===== config.mk =====
export PLATFORM = sky130hd
export DESIGN_NAME = gin_tag_sender
export DESIGN_NICKNAME = d
export VERILOG_FILES = /design/src/rtl/gin_tag_sender.sv
export SDC_FILE = /design/constraint.sdc
export NUM_CORES = 1
export LEC_CHECK = 0
export BUFFER_PORTS_ARGS = -buffer_cell sky130_fd_sc_hd__buf_4
export CAP_MARGIN = 20
export CORE_UTILIZATION = 44
export CTS_CLUSTER_DIAMETER = 100
export DETAILED_ROUTE_END_ITERATION = 8
export GPL_ROUTABILITY_DRIVEN = 0
export GPL_TIMING_DRIVEN = 0
export HOLD_SLACK_MARGIN = 0.02
export PLACE_DENSITY = 0.73
export SLEW_MARGIN = 20
export SYNTH_ARGS = -nofsm -noshare
export SYNTH_HDL_FRONTEND = slang
export SYNTH_SLANG_ARGS = --single-unit

===== constraint.sdc =====
create_clock -name clk -period 2.5 [get_ports clk]
set_clock_uncertainty 0.2 [all_clocks]
set_input_delay 0.5 -clock clk [delete_from_list [all_inputs] [get_ports clk]]
set_output_delay 0.5 -clock clk [all_outputs]
set_load 0.05 [all_outputs]

===== src/rtl/gin_tag_sender.sv =====
// GIN tag/valid/ready transmitter: fetches cmd_len source beats and drives them with the command's tags.
// Optional no-receiver drop timeout is compiled in with `define GIN_TX_TIMEOUT_EN.
`ifndef XID_BITS
`define XID_BITS 4
`endif
`ifndef YID_BITS
`define YID_BITS 4
`endif

module gin_tag_sender #(
   parameter int XID_SIZE  = `XID_BITS,
   parameter int YID_SIZE  = `YID_BITS,
   parameter int DATA_SIZE = 32,
   parameter int LEN_BITS  = 8,
   parameter int TIMEOUT   = 64
) (
   input  logic                 clk,
   input  logic                 rst,
   input  logic                 cmd_valid,
   output logic                 cmd_ready,
   input  logic [YID_SIZE-1:0]  cmd_row_tag,
   input  logic [XID_SIZE-1:0]  cmd_col_tag,
   input  logic [LEN_BITS-1:0]  cmd_len,
   input  logic                 src_valid,
   output logic                 src_ready,
   input  logic [DATA_SIZE-1:0] src_data,
   output logic                 gin_valid,
   input  logic                 gin_ready,
   output logic [YID_SIZE-1:0]  gin_row_tag,
   output logic [XID_SIZE-1:0]  gin_col_tag,
   output logic [DATA_SIZE-1:0] gin_data,
   output logic                 busy,
   output logic                 timeout_err,
   output logic [15:0]          drop_cnt
);

   // state | meaning
   // IDLE  | waiting for a command; cmd_ready high
   // XFER  | fetching beats from the source into the output stage
   // DRAIN | last beat fetched; waiting for the output stage to empty
   typedef enum logic [1:0] {
      IDLE  = 2'd0,
      XFER  = 2'd1,
      DRAIN = 2'd2
   } state_t;

   state_t              state, state_nxt;
   logic [YID_SIZE-1:0] row_lat;
   logic [XID_SIZE-1:0] col_lat;
   logic [LEN_BITS-1:0] rem;
   logic                tmo_hit;
   logic                slot_free;
   logic                cmd_fire;
   logic                src_fire;
   logic                gin_fire;

   assign cmd_fire  = cmd_valid && cmd_ready;
   assign src_fire  = src_valid && src_ready;
   assign gin_fire  = gin_valid && gin_ready;
   assign slot_free = !gin_valid || gin_ready || tmo_hit;
   assign busy      = (state != IDLE);

   always_ff @(posedge clk or posedge rst) begin
      if (rst) state <= IDLE;
      else     state <= state_nxt;
   end

   always_comb begin
      state_nxt = state;
      cmd_ready = 1'b0;
      src_ready = 1'b0;
      case (state)
         IDLE: begin
            cmd_ready = 1'b1;
            if (cmd_valid && (cmd_len != '0)) state_nxt = XFER;
         end
         XFER: begin
            src_ready = (rem != '0) && slot_free;
            if (src_valid && (rem != '0) && slot_free && (rem == LEN_BITS'(1)))
               state_nxt = DRAIN;
         end
         DRAIN: begin
            if (slot_free) state_nxt = IDLE;
         end
         default: state_nxt = IDLE;
      endcase
   end

   // A new beat takes priority over clearing, so a same-cycle handshake refills without a bubble.
   always_ff @(posedge clk or posedge rst) begin
      if (rst) begin
         row_lat     <= '0;
         col_lat     <= '0;
         rem         <= '0;
         gin_valid   <= 1'b0;
         gin_row_tag <= '0;
         gin_col_tag <= '0;
         gin_data    <= '0;
      end else begin
         if (cmd_fire) begin
            row_lat <= cmd_row_tag;
            col_lat <= cmd_col_tag;
            rem     <= cmd_len;
         end
         if (src_fire) begin
            gin_valid   <= 1'b1;
            gin_data    <= src_data;
            gin_row_tag <= row_lat;
            gin_col_tag <= col_lat;
            rem         <= rem - LEN_BITS'(1);
         end else if (gin_fire || tmo_hit) begin
            gin_valid <= 1'b0;
         end
      end
   end

`ifdef GIN_TX_TIMEOUT_EN
   localparam int WCW = (TIMEOUT > 1) ? $clog2(TIMEOUT) : 1;

   logic [WCW-1:0] wait_cnt;
   logic [15:0]    drop_q;

   assign tmo_hit     = gin_valid && !gin_ready && (wait_cnt == WCW'(TIMEOUT - 1));
   assign timeout_err = tmo_hit;
   assign drop_cnt    = drop_q;

   always_ff @(posedge clk or posedge rst) begin
      if (rst) begin
         wait_cnt <= '0;
         drop_q   <= '0;
      end else begin
         if (src_fire || !gin_valid || gin_ready || tmo_hit) wait_cnt <= '0;
         else                                                wait_cnt <= wait_cnt + WCW'(1);
         if (tmo_hit && (drop_q != 16'hFFFF)) drop_q <= drop_q + 16'd1;
      end
   end
`else
   logic unused_timeout_cfg;

   assign tmo_hit            = 1'b0;
   assign timeout_err        = 1'b0;
   assign drop_cnt           = '0;
   assign unused_timeout_cfg = (TIMEOUT == 0);
`endif

endmodule


Word-level counts from Yosys, hierarchy flattened
Cells that the tools add are included.

ROM bits: 0. Bits in writable memories: 0. Register bits: 59. Memories: 0. Bits in latches: 0.

Bitwise gates (word level): 0. Divide/modulo/power cells: 0. Magnitude comparators: 0. $add $sub $neg: 1. Equality and inequality tests: 6. Mux-type cells: 10. Reduce and logical (&&, ||, !) cells: 17. Multiply operators: 0. Shift-type cells: 0.

Operator list (number): $mux W8 (2); $reduce_bool A8 Y1 (2); $eq A8 B1 Y1 const B (1); $logic_and A1 B1 Y1 (8); $sub A8 B1 Y8 const B (1); $mux W2 (3); $ne A2 B2 Y1 const B (3); $pmux W2 S3 (1); $reduce_bool A2 Y1 (3); $mux W1 (4); $reduce_and A3 Y1 (1); $eq A2 B1 Y1 const B (1); $eq A2 B2 Y1 const B (1); $logic_not A2 Y1 (1); $logic_not A1 Y1 (1); $logic_or A1 B1 Y1 (1).

Logic depth before layout (Yosys ltp)
Gate-level depths: netlist (run 1).

Depth in word-level cells: 6. Gate-level depth with buffers: 7. Depth with buffers taken out: 6.

Worst setup path before layout (run 1)
No wires, ideal clock.

Path kind: reg2out. Start point: reg rem[0]. End point: out src_ready. Path buffers: 0. Arrival time: 1.978 ns. Cell stages (with the launch flop): 6. Path slack: -0.178 ns. Cell sequence: dfrtp_1 > inv_1 > ha_1 > or3b_2 > nor2_1 > nor3_1.

Cells in the longest elaborated chain, start to end: 3.

Ends and longest elaborated chain: from (decl) (line 50) `logic [LEN_BITS-1:0] rem;`; from (signal assigned) (line 103) `rem <= cmd_len;`; from (signal assigned) (line 110) `rem <= rem - LEN_BITS'(1);`; $reduce_bool A8 Y1 (line 78) `src_ready = (rem != '0) && slot_free;`; $logic_and A1 B1 Y1 (line 78); $mux W1 (line 72) `case (state)`; to (decl) (line 25) `output logic src_ready,`.

Every way passes these cells.

Final worst setup path (run 1)
Start point: reg rem[1]. End point: out src_ready.

The elaborated chain is that of the path after synthesis.

==> results_dict.tcl, run 1 <==
set metrics [dict create \
    status "finished clean" \
    synth_cell_type_count 35 \
    maxSlewHeadroom 0.608 \
    postSynthCellCount 213 \
    routed_via_density 4.76 \
    ir_drop_mv 0.862 \
    cts_root_buf "clkbuf_8" \
    yosysWarnings 0 \
    finalCriticalPeriod_ns 2.41 \
    avgSynthCellArea_um2 12.1 \
    multi_input_area_um2 1010 \
    area_growth_pct 45.1 \
    fp.dieW_um 78.6 \
    overflow 0 \
    num_vias 1986 \
    synth_top_family_by_area "multiplexers" \
    seq_area_um2 1480 \
    grt_pass1_vias 1939 \
    p_leak_nw 1.84 \
    synth_area_um2 2580 \
    tightestPinTransition_ns 0.585 \
    critPathKind "reg -> out" \
    critPathRequiredTime_ns 1.80 \
    setup_ws_ns 0.0887 \
    endpoint_kind "output port" \
    fp.coreArea_um2 5570 \
    hold_path_class "in -> reg" \
    drc 0 \
    dieArea_um2 6170 \
    grt_max_degree 49 \
    ant_nets 0 \
    antenna_found_initial 0 \
    drive_gt1_frac 0.530 \
    initial_core_util 0.463 \
    clock_latency_ns 0.32 \
    clock-sinks 59 \
    synth_fa_ha_area_frac 0.00970 \
    setup_viol 0 \
    cts_buffers 9 \
    placement.io_buffers 96 \
    synth-simple-area-share 0.118 \
    die_h_um 78.6 \
    combPwrFrac 0.527 \
    path_max_fanout 5 \
    first_iter_violations 64 \
    place_ws_ns -0.0668 \
    fillers 474 \
    cts_buffer_depth 2 \
    grt_usage 0.195 \
    grt_pass1_wl_um 9020 \
    dp_hpwl_um 4010 \
    synthMuxAreaShare 0.178 \
    finalNetCount 395 \
    critPathLaunchType "flip-flop" \
    p_sw_frac 0.453 \
    stdcell_count 417 \
    synth_compound_area_frac 0.0461 \
    cts_tree "built" \
    cap_violations 0 \
    hold_viol 0 \
    dr.pass1.iters 4 \
    wl_per_cell_um 13.3 \
    p_int_w 0.00298 \
    holdWs_ns 0.161 \
    num_antenna_cells 0 \
    cts.clk_slew.worst_paths_ns 0.06 \
    drt_wl_total_um 5550 \
    rsz0062_at_grt "no" \
    pwr-share-clk 0.163 \
    slew_violations 0 \
    pin_count 114 \
    fmax_mhz 415 \
    critPathArrivalTime_ns 1.71 \
    switching_power_w 0.00247 \
    p_seq_frac 0.310 \
    placementRows 27 \
    p_per_area_nw_per_um2 1460 \
    place_inst 398 \
    synth_xor_xnor_area_share 0.00339 \
    period_share 0.965 \
    synth-seq-cells 59 \
    ys_seq_area_frac 0.572 \
    htreeDepth 3 \
]
-- kinds of logic after synthesis --
logic type	count (synthesis)
XOR/XNOR	1
multiplexers	41
other	1
AND/OR/NAND/NOR	64
flip-flops	59
adder cells (fa/ha/maj)	2
AO/OA/AOI/OAI	15
buffers and inverters	30
-- layout make-up --
class	instances	share of cell area
Sequential cell	59	0.394
Multi-Input combinational cell	140	0.270
Timing Repair Buffer	100	0.207
Clock buffer	15	0.0471
Buffer	24	0.0428
Tap cell	72	0.0241
Clock inverter	1	0.00802
Inverter	6	0.00668
-- worst max-delay path, cell delays in order (launching register included) --
cell	delay (ns)
dfrtp_1	0.39
inv_2	0.09
ha_4	0.15
or3b_4	0.41
nor2_2	0.11
nor3_2	0.05
buf_4	0.19
-- cells in the mapped netlist --
| library cell | instances | area share |
|---|---|---|
| o31ai_1 | 1 | 0.0029 |
| a21oi_1 | 2 | 0.0039 |
| nor4b_1 | 1 | 0.0034 |
| nor3_1 | 2 | 0.0039 |
| a211oi_1 | 1 | 0.0029 |
| mux2_1 | 2 | 0.0087 |
| buf_2 | 5 | 0.0097 |
| conb_1 | 1 | 0.0015 |
| xnor2_1 | 1 | 0.0034 |
| nand4_1 | 1 | 0.0024 |
| nor2_1 | 4 | 0.0058 |
| or4_1 | 3 | 0.0087 |
| or2_2 | 1 | 0.0024 |
| a211o_1 | 1 | 0.0034 |
| dfrtp_1 | 59 | 0.57 |
| o311ai_0 | 1 | 0.0034 |
| ha_1 | 2 | 0.0097 |
| o22ai_1 | 1 | 0.0024 |
| o2111ai_2 | 1 | 0.0058 |
| o311ai_1 | 1 | 0.0034 |
| or3b_2 | 1 | 0.0034 |
| nand2_1 | 35 | 0.051 |
| or3_1 | 1 | 0.0024 |
| nor2b_1 | 3 | 0.0073 |
| o211ai_1 | 5 | 0.015 |
| nand3_1 | 5 | 0.0097 |
| nor4_1 | 4 | 0.0097 |
| nor3b_1 | 1 | 0.0029 |
| inv_1 | 6 | 0.0087 |
| buf_4 | 17 | 0.049 |
| mux2_2 | 38 | 0.17 |
| nand2b_1 | 2 | 0.0048 |
| o221ai_1 | 1 | 0.0034 |
| mux2i_1 | 1 | 0.0039 |
| clkbuf_1 | 2 | 0.0029 |
-- path summary, 6_finish.rpt --
check / endpoint / startpoint / slack, ns / cells after the start
max in group asynchronous: state[0]$_DFFE_PP0P_ / rst / 1.19 / 4
worst min-delay path: row_lat[0]$_DFFE_PP0P_ / cmd_row_tag[0] / 0.16 / 3
worst max-delay path: src_ready / rem[1]$_DFFE_PP0P_ / 0.09 / 6
worst max register to register: gin_data[2]$_DFFE_PP0P_ / rem[1]$_DFFE_PP0P_ / 0.17 / 6
worst min register to register: row_lat[0]$_DFFE_PP0P_ / row_lat[0]$_DFFE_PP0P_ / 0.27 / 2
min in group asynchronous: gin_data[21]$_DFFE_PP0P_ / rst / 0.45 / 3
-- state kept, by name (all words and copies together), names as in the netlist --
register     flops
gin_data        32
rem              8
col_lat          4
gin_col_tag      4
gin_row_tag      4
row_lat          4
state            2
gin_valid        1
-- placed cells by master, fill, tap and decap left out, drive strengths merged, types with 2 or more instances in the layout --
master | Yosys | layout
nand2 | 35 | 35
o311ai | 2 | 2
nor2b | 3 | 3
o211ai | 5 | 5
clkbuf | 2 | 17
ha | 2 | 2
nand3 | 5 | 5
conb | 1 | 17
mux2 | 40 | 40
nor2 | 4 | 4
nand2b | 2 | 2
inv | 6 | 6
buf | 22 | 121
nor4 | 4 | 4
or4 | 3 | 3
dfrtp | 59 | 59
nor3 | 2 | 2
a21oi | 2 | 2
-- layer usage --
layer / GRT usage / share of wire / wire length (um)
met3: 0.0686 / 0.073 / 407
met2: 0.317 / 0.51 / 2820
met5: 0 / 0 / 0
met4: 0.0667 / 0.0056 / 31
met1: 0.242 / 0.41 / 2290
-- timing repair --
| item | 4_1_cts | 5_1_grt |
|---|---|---|
| hold endpoints to repair | 11 | 0 |
| pin swaps | 0 | 0 |
| hold buffers | 1 | 0 |
| gates cloned | 0 | 0 |
| resized for setup | 4 | 3 |
| buffers inserted | 1 | 1 |
| endpoints found under the setup margin | 41 | 1 |
-- metrics by stage --
step	total power (W)	utilization	setup TNS, ns	instance area (um2)
after global placement	0.00445	0.620	-24.98	3460
after global routing	0.00577	0.672	0	3740
after CTS	0.00548	0.668	0	3720
after detailed placement	0.00453	0.625	-1.62	3490
final	0.00545	0.672	0	3740
after floorplan	0.00368	-	0	2650
-- power groups by stage --
stage               logic [W]  clock network, W  registers [W]
global placement      0.00278                 0        0.00168
floorplan            0.000875                 0        0.00281
CTS                   0.00287          0.000925        0.00169
global route          0.00304          0.000972        0.00176
detailed placement    0.00282                 0        0.00171
finish                0.00287          0.000889        0.00169
Note: power is estimated with default switching activity, not from simulation.
==> run 2, diff against run 1 <==
--- a/config.mk
+++ b/config.mk
@@ -5,6 +5,7 @@
 export SDC_FILE = /design/constraint.sdc
 export NUM_CORES = 1
 export LEC_CHECK = 0
+export ABC_CLOCK_PERIOD_IN_PS = 2500
 export BUFFER_PORTS_ARGS = -buffer_cell sky130_fd_sc_hd__buf_4
 export CAP_MARGIN = 20
 export CORE_UTILIZATION = 44
@@ -14,6 +15,7 @@
 export GPL_TIMING_DRIVEN = 0
 export HOLD_SLACK_MARGIN = 0.02
 export PLACE_DENSITY = 0.73
+export SETUP_SLACK_MARGIN = 0.2
 export SLEW_MARGIN = 20
 export SYNTH_ARGS = -nofsm -noshare
 export SYNTH_HDL_FRONTEND = slang
==> results_dict.tcl, run 2 (synthesis gave the netlist of run 1 again) <==
set metrics [dict create \
    setup.worst_path.start "rem[0]$_DFFE_PP0P_" \
    reg_top3 "gin_data x32, rem x8" \
    drc 0 \
    maxSlewHeadroom 0.595 \
    p_seq_frac 0.306 \
    pwr-share-clk 0.155 \
    slew_violations 0 \
    clock_latency_ns 0.33 \
    top_usage_layer "met2" \
    dp_hpwl_um 4030 \
    cts_root_buf "clkbuf_8" \
    endpoint_kind "output port" \
    grt_max_degree 60 \
    finalInstanceArea_um2 3780 \
    worst-path-buf-inv 2 \
    dieArea_um2 6170 \
    critPathRequiredTime_ns 1.80 \
    slowest_delay_ns 0.41 \
    r2r-start "rem[0]$_DFFE_PP0P_" \
    cts.clk_slew.worst_paths_ns 0.07 \
    combPwrFrac 0.539 \
    mostFrequentLayoutCells "buf_4, dfrtp_1, mux2_2, nand2_1, conb_1" \
    placement.io_buffers 96 \
    rr_worst_depth 6 \
    ir_drop_mv 0.809 \
    period_share 0.955 \
    die_h_um 78.6 \
    use_met1 0.240 \
    p_sw_frac 0.461 \
    hold_buffers 0 \
    cts_buffers 9 \
    overflow 0 \
    grt_use_met3 0.0581 \
    num_vias 2027 \
    crit_path_cell_trace "inv_2, ha_4, or3b_4, nor2_4, nor3_2, buf_6" \
    dr.pass1.iters 4 \
    drive_gt1_frac 0.548 \
    finalCriticalPeriod_ns 2.39 \
    setup_viol 0 \
    area_growth_pct 46.5 \
    critPathKind "reg -> out" \
    fp.coreArea_um2 5570 \
    grt_pass1_wl_um 9140 \
    first_iter_violations 72 \
    setup_ws_ns 0.111 \
    drt_wl_total_um 5890 \
    p_per_area_nw_per_um2 1460 \
    routed_via_density 4.84 \
    p_leak_nw 1.86 \
    rsz0062_at_grt "yes" \
    grt_pass1_vias 1967 \
    fp.dieW_um 78.6 \
    ant_nets 0 \
    critPathLaunchType "flip-flop" \
    final_core_util 0.678 \
    pin_count 114 \
    cts_tree "built" \
    cts_buffer_depth 2 \
    critical_path_depth 6 \
    fmax_mhz 419 \
    antenna_found_initial 0 \
    finalNetCount 397 \
    hold_path_class "in -> async" \
    place_inst 398 \
    largest_reg_flops 32 \
    grt_usage 0.197 \
    power_w 0.00551 \
    placementRows 27 \
    stdcell_count 419 \
    htreeDepth 3 \
    cap_violations 0 \
    critPathTopFamily "simple AND/OR/NAND/NOR gates" \
    path_max_fanout 4 \
    tightestPinTransition_ns 0.605 \
    largest-register "gin_data" \
    status "finished clean" \
    r2r_end "gin_col_tag[0]$_DFFE_PP0P_" \
    crit_path_top_delay_cell "or3b_4" \
    wl_per_cell_um 14.1 \
    p_int_w 0.00297 \
    grt_use_met2 0.327 \
    ff2ff_setup_slack_ns 0.19 \
    place_ws_ns -0.0463 \
    initial_core_util 0.463 \
    num_antenna_cells 0 \
    critPathArrivalTime_ns 1.69 \
    dpl_cell_area_um2 3490 \
    switching_power_w 0.00254 \
    clock-sinks 59 \
    final_common_cell "buf_4" \
    hold_viol 0 \
]
## run 2: cell count changes in the layout (fill, tap and decap cells not counted), sizes merged
cell | previous run | this run
clkbuf | 17 | 14
clkinv | 0 | 3
buf | 121 | 123
clkinvlp | 0 | 1
dlygate4sd3 | 1 | 0
## run 2: worst max-delay path by stage
| stage | end | slack, ns |
|---|---|---|
| after floorplan | gin_col_tag[3]$_DFFE_PP0P_ | 0.22 |
| after global placement | gin_data[31]$_DFFE_PP0P_ | -0.40 |
| after detailed placement | gin_row_tag[3]$_DFFE_PP0P_ | -0.05 |
| after CTS | src_ready | 0.13 |
| after global routing | src_ready | 0.06 |
| final | src_ready | 0.11 |
## run 2: power groups by stage
| stage | logic [W] | registers, W | clock network (W) |
|---|---|---|---|
| floorplan | 0.000876 | 0.00281 | 0 |
| CTS | 0.00297 | 0.00168 | 0.000872 |
| finish | 0.00297 | 0.00169 | 0.000857 |
| global route | 0.00312 | 0.00174 | 0.000923 |
| detailed placement | 0.00283 | 0.00170 | 0 |
| global placement | 0.00278 | 0.00167 | 0 |
## run 2: worst reg2reg max path, cell delays in order (launching register included)
cell	delay, ns
dfrtp_1	0.40
inv_2	0.08
ha_4	0.14
or3b_4	0.41
o2111ai_2	0.32
buf_4	0.27
mux2_2	0.36
## run 2: final cells by class
cell class	count	area, um2
Tap cell	72	90.1
Clock buffer	11	141
Inverter	6	25.0
Fill cell	463	1800
Buffer	24	176
Clock inverter	5	52.6
Sequential cell	59	1480
Multi-Input combinational cell	140	1030
Timing Repair Buffer	102	790
## run 2: layer usage
layer / wire length [um] / share of wire
met1: 2460 / 0.42
met2: 2930 / 0.50
met3: 386 / 0.066
met4: 115 / 0.020
met5: 0 / 0
## run 2: stage by stage
step | TNS, ns | hold WS (ns)
global route | 0 | 0.0289
global placement | -24.70 | 0.255
CTS | 0 | 0.0248
finish | 0 | 0.0116
detailed placement | -0.799 | 0.264
floorplan | 0 | 0.242
## run 2: repair_timing
action	4_1_cts	5_1_grt
pin swaps	0	1
resized for setup	14	3
setup endpoints to repair	56	43
setup buffers	5	0
==> run 3, diff against run 2 <==
--- a/config.mk
+++ b/config.mk
@@ -5,7 +5,7 @@
 export SDC_FILE = /design/constraint.sdc
 export NUM_CORES = 1
 export LEC_CHECK = 0
-export ABC_CLOCK_PERIOD_IN_PS = 2500
+export ABC_CLOCK_PERIOD_IN_PS = 2400
 export BUFFER_PORTS_ARGS = -buffer_cell sky130_fd_sc_hd__buf_4
 export CAP_MARGIN = 20
 export CORE_UTILIZATION = 44
==> constraint.sdc (replaced) <==
create_clock -name clk -period 2.4 [get_ports clk]
set_clock_uncertainty 0.2 [all_clocks]
set_input_delay 0.36 -clock clk [delete_from_list [all_inputs] [get_ports clk]]
set_output_delay 0.36 -clock clk [all_outputs]
set_load 0.05 [all_outputs]
==> results_dict.tcl, run 3 (synthesis gave the netlist of run 1 again) <==
set metrics [dict create \
    tightestPinTransition_ns 0.588 \
    largest_reg_flops 32 \
    setup_viol 0 \
    slew_violations 0 \
    cts_buffers 9 \
    num_vias 2090 \
    finalNetCount 411 \
    reg_top3 "gin_data x32, rem x8" \
    drt_wl_total_um 5950 \
    grt_pass1_wl_um 9100 \
    rsz0062_at_grt "yes" \
    grt_usage 0.197 \
    mostFrequentLayoutCells "buf_4, dfrtp_1, nand2_1, mux2_2, conb_1" \
    finalSetupTns_ns 0 \
    num_antenna_cells 0 \
    dieArea_um2 6170 \
    drive_gt1_frac 0.557 \
    dr.pass1.iters 4 \
    routed_via_density 4.83 \
    antenna_found_initial 0 \
    fp.coreArea_um2 5570 \
    htreeDepth 3 \
    overflow 0 \
    holdWs_ns 0.0309 \
    path_max_fanout 5 \
    critPathArrivalTime_ns 2.32 \
    wl_per_cell_um 13.7 \
    die_h_um 78.6 \
    initial_core_util 0.463 \
    p_per_area_nw_per_um2 1490 \
    hold_viol 0 \
    crit_path_cell_trace "buf_4, or4_4, a211o_1, or3_4, o311ai_4" \
    dp_hpwl_um 4010 \
    ant_nets 0 \
    crit_path_top_delay_cell "or4_4" \
    fillers 431 \
    finalCriticalPeriod_ns 2.29 \
    p_int_w 0.00338 \
    cts_root_buf "clkbuf_8" \
    largest-register "gin_data" \
    slowest_delay_ns 0.53 \
    placementRows 27 \
    fmax_mhz 437 \
    hold_path_class "in -> reg" \
    power_w 0.00608 \
    p_seq_frac 0.292 \
    maxSlewHeadroom 0.606 \
    switching_power_w 0.00270 \
    placement.io_buffers 96 \
    drc 0 \
    cts_tree "built" \
    final_common_cell "buf_4" \
    grt_max_degree 49 \
    clock_latency_ns 0.33 \
    status "finished clean" \
    critPathKind "reg -> reg" \
    ir_drop_mv 0.892 \
    first_iter_violations 80 \
    fp.dieW_um 78.6 \
    stdcell_count 433 \
    combPwrFrac 0.555 \
    period_share 0.953 \
    critPathLaunchType "flip-flop" \
    pwr-share-clk 0.153 \
    clock-sinks 59 \
    area_growth_pct 57.8 \
    grt_pass1_vias 1977 \
    cap_violations 0 \
    cts_buffer_depth 2 \
    p_leak_nw 2.01 \
    ff2ff_setup_slack_ns 0.11 \
    p_sw_frac 0.444 \
    cts.clk_slew.worst_paths_ns 0.07 \
    pin_count 114 \
    place_inst 398 \
    endpoint_kind "flip-flop" \
    critPathRequiredTime_ns 2.43 \
]
-- run 3: layout make-up --
cell class	count	area [um2]	area share
clock buffer	15	176	0.0433
buffer	24	221	0.0544
inverter	6	25.0	0.00615
timing repair buffer	116	942	0.231
sequential	59	1480	0.363
tap	72	90.1	0.0221
clock inverter	1	30.0	0.00738
multi-input combinational	140	1110	0.272
-- run 3: routing by layer --
layer | up-vias | routed length, um | global-route usage
li1 | 993 | - | -
met1 | 999 | 2440 | 0.243
met2 | 91 | 3010 | 0.321
met3 | 7 | 456 | 0.0674
met4 | 0 | 42 | 0.0667
met5 | - | 0 | 0
-- run 3: through the flow --
| stage | worst slack (ns) | cell area, um2 | util |
|---|---|---|---|
| global placement | -0.370 | 3460 | 0.620 |
| CTS | 0.121 | 3850 | 0.690 |
| global route | 0.0720 | 4070 | 0.730 |
| floorplan | 0.122 | 2650 | - |
| detailed placement | -0.167 | 3490 | 0.625 |
| finish | 0.114 | 4070 | 0.730 |
-- run 3: path summary, 6_finish.rpt --
check | from | endpoint | cells past startpoint
max in group asynchronous | rst | rem[5]$_DFFE_PP0P_ | 4
setup reg to reg | rem[0]$_DFFE_PP0P_ | rem[7]$_DFFE_PP0P_ | 5
hold reg to reg | row_lat[0]$_DFFE_PP0P_ | row_lat[0]$_DFFE_PP0P_ | 2
hold / removal | cmd_row_tag[2] | row_lat[2]$_DFFE_PP0P_ | 3
min in group asynchronous | rst | gin_data[21]$_DFFE_PP0P_ | 3
setup / recovery | rem[0]$_DFFE_PP0P_ | rem[7]$_DFFE_PP0P_ | 5
-- run 3: repair_timing --
item                                    CTS  global route
cloned                                    0             1
hold buffers                              7             0
endpoints found under the setup margin   57            47
setup buffers                             6             5
resized for setup                        13            34
pin swaps                                 0             3
hold endpoints to repair                 65             0
-- run 3: critical path: cells and delay by family, from the launching register on --
kind | cells | cell delay, ns
and+or+nand+nor | 2 | 0.89
AOI/OAI and AO/OA | 2 | 0.53
DFF | 1 | 0.40
buffers and inverters | 1 | 0.16
-- run 3: power groups by stage --
stage          clock network (W)  registers [W]  logic [W]
6_report                0.000932        0.00178    0.00337
5_1_grt                  0.00101        0.00184    0.00355
4_1_cts                 0.000964        0.00175    0.00309
3_5_place_dp                   0        0.00178    0.00294
3_3_place_gp                   0        0.00175    0.00289
2_1_floorplan                  0        0.00293   0.000912
